--- src/rtl/enc_pwm_ctrl.sv ---
// Three-channel quadrature-encoder to PWM duty controller.
// Ports: clk, reset (async low), encN_a/b in; pwmN_out, dutyN, err out.
module enc_pwm_ctrl #(
  parameter int CNT_W     = 8,
  parameter int STEP      = 1,
  parameter int DUTY_INIT = 0
) (
  input  logic             clk,
  input  logic             reset,
  input  logic             enc0_a,
  input  logic             enc0_b,
  input  logic             enc1_a,
  input  logic             enc1_b,
  input  logic             enc2_a,
  input  logic             enc2_b,
  output logic             pwm0_out,
  output logic             pwm1_out,
  output logic             pwm2_out,
  output logic [CNT_W-1:0] duty0,
  output logic [CNT_W-1:0] duty1,
  output logic [CNT_W-1:0] duty2,
  output logic [2:0]       err
);

  localparam logic [CNT_W-1:0] DINIT  = CNT_W'(DUTY_INIT);
  localparam logic [CNT_W-1:0] MAX    = '1;
  localparam logic [CNT_W-1:0] ONE    = CNT_W'(1);
  localparam logic [CNT_W:0]   STEP_W = (CNT_W+1)'(STEP);

  logic [2:0]       a_in;
  logic [2:0]       b_in;
  logic [2:0]       a_s1_q;
  logic [2:0]       a_s2_q;
  logic [2:0]       b_s1_q;
  logic [2:0]       b_s2_q;
  logic [1:0]       prev_q   [3];
  logic [CNT_W-1:0] duty_q   [3];
  logic [CNT_W-1:0] duty_d   [3];
  logic [CNT_W-1:0] shadow_q [3];
  logic [CNT_W:0]   up_w     [3];
  logic [CNT_W:0]   dn_w     [3];
  logic [1:0]       dir_w    [3];
  logic [2:0]       err_q;
  logic [2:0]       err_d;
  logic [2:0]       pwm_q;
  logic [CNT_W-1:0] cnt_q;
  logic [1:0]       start_q;
  logic             dec_en;

  assign a_in = {enc2_a, enc1_a, enc0_a};
  assign b_in = {enc2_b, enc1_b, enc0_b};

  // Three startup edges only track state, so the
  // cleared sync flops never decode as a step.
  assign dec_en = (start_q == 2'd3);

  // Position along the forward gray sequence
  // 00 -> 10 -> 11 -> 01.
  function automatic logic [1:0] gpos(
    input logic [1:0] s
  );
    logic [1:0] p;
    unique case (s)
      2'b00: p = 2'd0;
      2'b10: p = 2'd1;
      2'b11: p = 2'd2;
      2'b01: p = 2'd3;
    endcase
    return p;
  endfunction

  always_comb begin
    err_d = err_q;
    for (int i = 0; i < 3; i++) begin
      duty_d[i] = duty_q[i];
      up_w[i]   = {1'b0, duty_q[i]} + STEP_W;
      dn_w[i]   = {1'b0, duty_q[i]} - STEP_W;
      // +1 forward, -1 (3) reverse, 2 both bits moved.
      dir_w[i]  = gpos({a_s2_q[i], b_s2_q[i]})
                - gpos(prev_q[i]);
      if (dec_en) begin
        unique case (dir_w[i])
          2'd1: begin
            if (up_w[i][CNT_W]) duty_d[i] = MAX;
            else duty_d[i] = up_w[i][CNT_W-1:0];
          end
          2'd3: begin
            if (dn_w[i][CNT_W]) duty_d[i] = '0;
            else duty_d[i] = dn_w[i][CNT_W-1:0];
          end
          2'd2: err_d[i] = 1'b1;
          default: ;
        endcase
      end
    end
  end

  always_ff @(posedge clk or negedge reset) begin
    if (!reset) begin
      a_s1_q  <= '0;
      a_s2_q  <= '0;
      b_s1_q  <= '0;
      b_s2_q  <= '0;
      start_q <= '0;
      cnt_q   <= '0;
      pwm_q   <= '0;
      err_q   <= '0;
      for (int i = 0; i < 3; i++) begin
        prev_q[i]   <= '0;
        duty_q[i]   <= DINIT;
        shadow_q[i] <= DINIT;
      end
    end else begin
      a_s1_q <= a_in;
      a_s2_q <= a_s1_q;
      b_s1_q <= b_in;
      b_s2_q <= b_s1_q;
      if (!dec_en) start_q <= start_q + 2'd1;
      cnt_q <= cnt_q + ONE;
      err_q <= err_d;
      for (int i = 0; i < 3; i++) begin
        prev_q[i] <= {a_s2_q[i], b_s2_q[i]};
        duty_q[i] <= duty_d[i];
        // Last count of the period: latch the
        // pre-edge duty so the next period is clean.
        if (cnt_q == MAX) shadow_q[i] <= duty_q[i];
        pwm_q[i] <= (cnt_q < shadow_q[i]);
      end
    end
  end

  assign pwm0_out = pwm_q[0];
  assign pwm1_out = pwm_q[1];
  assign pwm2_out = pwm_q[2];
  assign duty0    = duty_q[0];
  assign duty1    = duty_q[1];
  assign duty2    = duty_q[2];
  assign err      = err_q;

endmodule

--- config.mk ---
export PLATFORM = sky130hd
export DESIGN_NAME = enc_pwm_ctrl
export DESIGN_NICKNAME = d
export VERILOG_FILES = /design/src/rtl/enc_pwm_ctrl.sv
export SDC_FILE = /design/constraint.sdc
export NUM_CORES = 1
export LEC_CHECK = 0
export CORE_ASPECT_RATIO = 1.1
export CORE_MARGIN = 3
export CORE_UTILIZATION = 45
export CTS_BUF_LIST = sky130_fd_sc_hd__clkbuf_4
export CTS_CLUSTER_DIAMETER = 150
export DETAILED_ROUTE_END_ITERATION = 7
export GPL_TIMING_DRIVEN = 0
export PLACE_DENSITY = 0.71
export SLEW_MARGIN = 30
export SYNTH_ARGS = -nofsm -noshare
export SYNTH_HDL_FRONTEND = slang
export SYNTH_SLANG_ARGS = --single-unit
export TNS_END_PERCENT = 30
--- constraint.sdc ---
create_clock -name clk -period 2.5 [get_ports clk]
set_clock_uncertainty 0.15 [all_clocks]
set_input_delay 0.5 -clock clk [delete_from_list [all_inputs] [get_ports clk]]
set_output_delay 0.5 -clock clk [all_outputs]
set_load 0.01 [all_outputs]
==> summary.txt <==
Outcome
  – Result of the run: finished, final reports clean

Floorplan
  – Initial Utilization: 46.7%
  – Core area: 10,500 sq um
  – I/O Pins: 38
  – Die Ht: 115 um
  – Die area: 12,200 sq um
  – DIE WIDTH: 105 um
  – Floorplan row count: 39

Synth
  – Synth Flop Type: dfrtp_1
  – Sequential area share after synthesis: 41.9%
  – Ys Warns: 0
  – Synth area leaders: dfrtp_1, ha_1, mux2_2
  – Share of the synthesized area in the top cell type: 41.9%
  – Syn_nets: 565
  – Register bit total from synthesis: 82
  – Most frequent cell after synthesis: dfrtp_1
  – Post-Syn Area: 4900 sq um
  – Yosys top cell by area: dfrtp_1
  – Most frequent cells after synthesis: dfrtp_1, ha_1, inv_1
  – Average cell area after synthesis: 9.66 sq um
  – Post-synthesis cell type count: 61
  – Post-Synthesis Cells: 507
  – FFs w/ async S/R, synth: 100%
  – Number of synthesized flops with an enable pin: 0

Routing
  – Drt initial violations: 203
  – Routed wire length: 10,000 um
  – Routed via count: 3,894
  – Residual DRC: 0
  – Final ANT Viol Nets: 0
  – Vias per cell: 5.52
  – TritonRoute pass-1 iters: 4
  – Routed length per instance: 14.2 um

Place
  – Post-DP Area: 5480 sq um
  – Port Buffers: 37
  – DP HPWL: 7270 um
  – Cells after DPL: 688
  – RePlAce Congestion: 0.924

Finish
  – Fillers: 959
  – Final instance area: 5630 sq um
  – Share of post-route cells with drive strength above 1: 11.7%
  – Layout Cells excl Fill: 706
  – Seq. cell area: 2050 sq um
  – Final #Nets: 616
  – Ant diodes: 0
  – Synthesis-to-finish area growth: 15.0%
  – Multi-input logic area: 2570 sq um

Power and ir drop
  – Pwr dens: 786 nW/um^2
  – Switch Pwr: 1.80 mW
  – Switching part of the total: 40.7%
  – Logic pwr share: 45.8%
  – Leakage power: 2.49 nW
  – Maximum vdd ir drop: 0.481 mV
  – Power Internal: 2.63 mW
  – Seq pwr share: 39.3%
  – Clock share of power: 14.9%

Worst setup path
  – R2R setup slack: 0.14 ns
  – Crit path required time: 2.64 ns
  – Worst EP arrival: 2.50 ns
  – Crit path kind: reg -> reg
  – Startpoint type of the worst setup path: flip-flop
  – Crit Path Max Fanout: 10
  – Worst Setup End Kind: flip-flop

Clock tree
  – CTS tree: built
  – H-tree depth: 3
  – Longest Clk Path Bufs: 2
  – CTS sink cnt: 82
  – Reg clk slew, reported paths: 0.12 ns
  – Number of CTS-inserted buffers: 9
  – Root buf cell: clkbuf_4
  – Clock Latency Late Sink: 0.42 ns

Timing
  – Count of final setup violators: 0
  – Final period util: 94.4%
  – Worst slew pin tran: 0.846 ns
  – Clock period minus worst slack: 2.36 ns
  – Max Slew Vio Count: 0
  – Setup TNS: 0 ns
  – Rel. slew slack: 43.1%
  – Final hold vios: 0
  – Fmax: 424 MHz
  – Unrepaired setup endpoints after global routing: true

Run
  – Max-cap violations: 0

Global route
  – Grt ovf: 0
  – Initial antenna violation count: 0
  – Vias in the first global route: 3,687
  – First-pass GRT wire length: 17,300 um
  – Total global routing track utilization: 17.4%
  – Pin count of the biggest net entering global routing: 51

Hold path
  – Worst hold path type: reg -> reg
## worst max-delay path, stage by stage, from the launching register on
cell      delay [ns]
dfrtp_1         0.38
inv_1           0.07
ha_1            0.28
inv_1           0.06
ha_1            0.14
xnor3_2         0.52
clkbuf_2        0.24
o32ai_1         0.29
a21oi_1         0.10
## layout make-up
class / instances / area share (%)
well taps: 143 / 3.18
inverters: 46 / 3.07
flip-flops and latches: 82 / 36.4
plain buffers: 28 / 2.31
clock inverters: 6 / 0.600
clock buffers: 10 / 1.33
repair buffers: 40 / 7.40
multi-input cells: 351 / 45.7
## power groups by stage
stage	combinational (mW)	clock [mW]	sequential (mW)
2_1_floorplan	1.21	0	1.80
3_3_place_gp	1.96	0	1.76
3_5_place_dp	1.99	0	1.77
4_1_cts	2.01	0.698	1.74
5_1_grt	2.24	0.745	1.78
6_report	2.03	0.658	1.74
## routing by layer
layer	global-route usage, %	vias to the layer above	wire (um)	part of all wire, %
met2	28.4	98	4810	48
met3	2.12	15	366	3.6
li1	-	1905	-	-
met5	0	-	0	0
met1	23.7	1876	4670	47
met4	6.82	0	185	1.8
## state kept, by name, indices dropped and copies added (netlist names)
register	count
b_s1_q	3
err	3
a_s1_q	3
b_s2_q	3
duty0	8
duty2	8
prev_q	6
duty1	8
a_s2_q	3
pwm_q	3
start_q	2
shadow_q	24
cnt_q	8
## repair_timing
| action | CTS | global route |
|---|---|---|
| setup buffers | 0 | 1 |
| hold buffers | 1 | 0 |
| pin swaps | 0 | 1 |
| endpoints found under the hold margin | 32 | 0 |
| setup endpoints to repair | 11 | 33 |
| gates resized for setup | 4 | 18 |
## worst paths after layout
kind,cells past startpoint,startpoint,end
max,8,a_s2_q[2],duty2[2]
min,0,a_s1_q[2],a_s2_q[2]
max reg2reg,8,a_s2_q[2],duty2[2]
min reg2reg,0,a_s1_q[2],a_s2_q[2]
max in group asynchronous,3,reset,duty2[2]
min in group asynchronous,2,reset,duty0[7]
## stage by stage
stage / utilization [%] / total power [mW] / hold WS (ns) / setup WS [ns]
2_1_floorplan: - / 3.01 / 0.0544 / 0.245
3_3_place_gp: 51.9 / 3.72 / 0.183 / -2.16
3_5_place_dp: 52.2 / 3.76 / 0.186 / -0.0598
4_1_cts: 53.4 / 4.45 / 0.215 / 0.0192
5_1_grt: 53.7 / 4.76 / 0.220 / -0.0279
6_report: 53.7 / 4.43 / 0.212 / 0.141
## cells in the final DEF, fill, tap and decap left out, drive strengths merged, types with 8 or more instances in the layout
| master | synthesis | final |
|---|---|---|
| nor2 | 25 | 25 |
| dfrtp | 82 | 82 |
| nand2 | 31 | 31 |
| inv | 46 | 46 |
| nand2b | 12 | 12 |
| o21ai | 42 | 42 |
| nor3 | 9 | 9 |
| mux2 | 20 | 20 |
| ha | 50 | 50 |
| and3 | 9 | 9 |
| clkdlybuf4s50 | 0 | 36 |
| nand3 | 20 | 20 |
| xnor2 | 8 | 8 |
| a21oi | 27 | 27 |
| clkbuf | 24 | 34 |
## logic make-up after synthesis
logic type	Yosys count	share of synthesized area [%]
AO/OA/AOI/OAI	123	15.8
adder cells (fa/ha/maj)	50	12.8
AND/OR/NAND/NOR	144	15.6
flip-flops	82	41.9
multiplexers	21	4.80
XOR/XNOR	13	3.17
buffers and inverters	74	5.93
(Power assumes the default switching activity.)
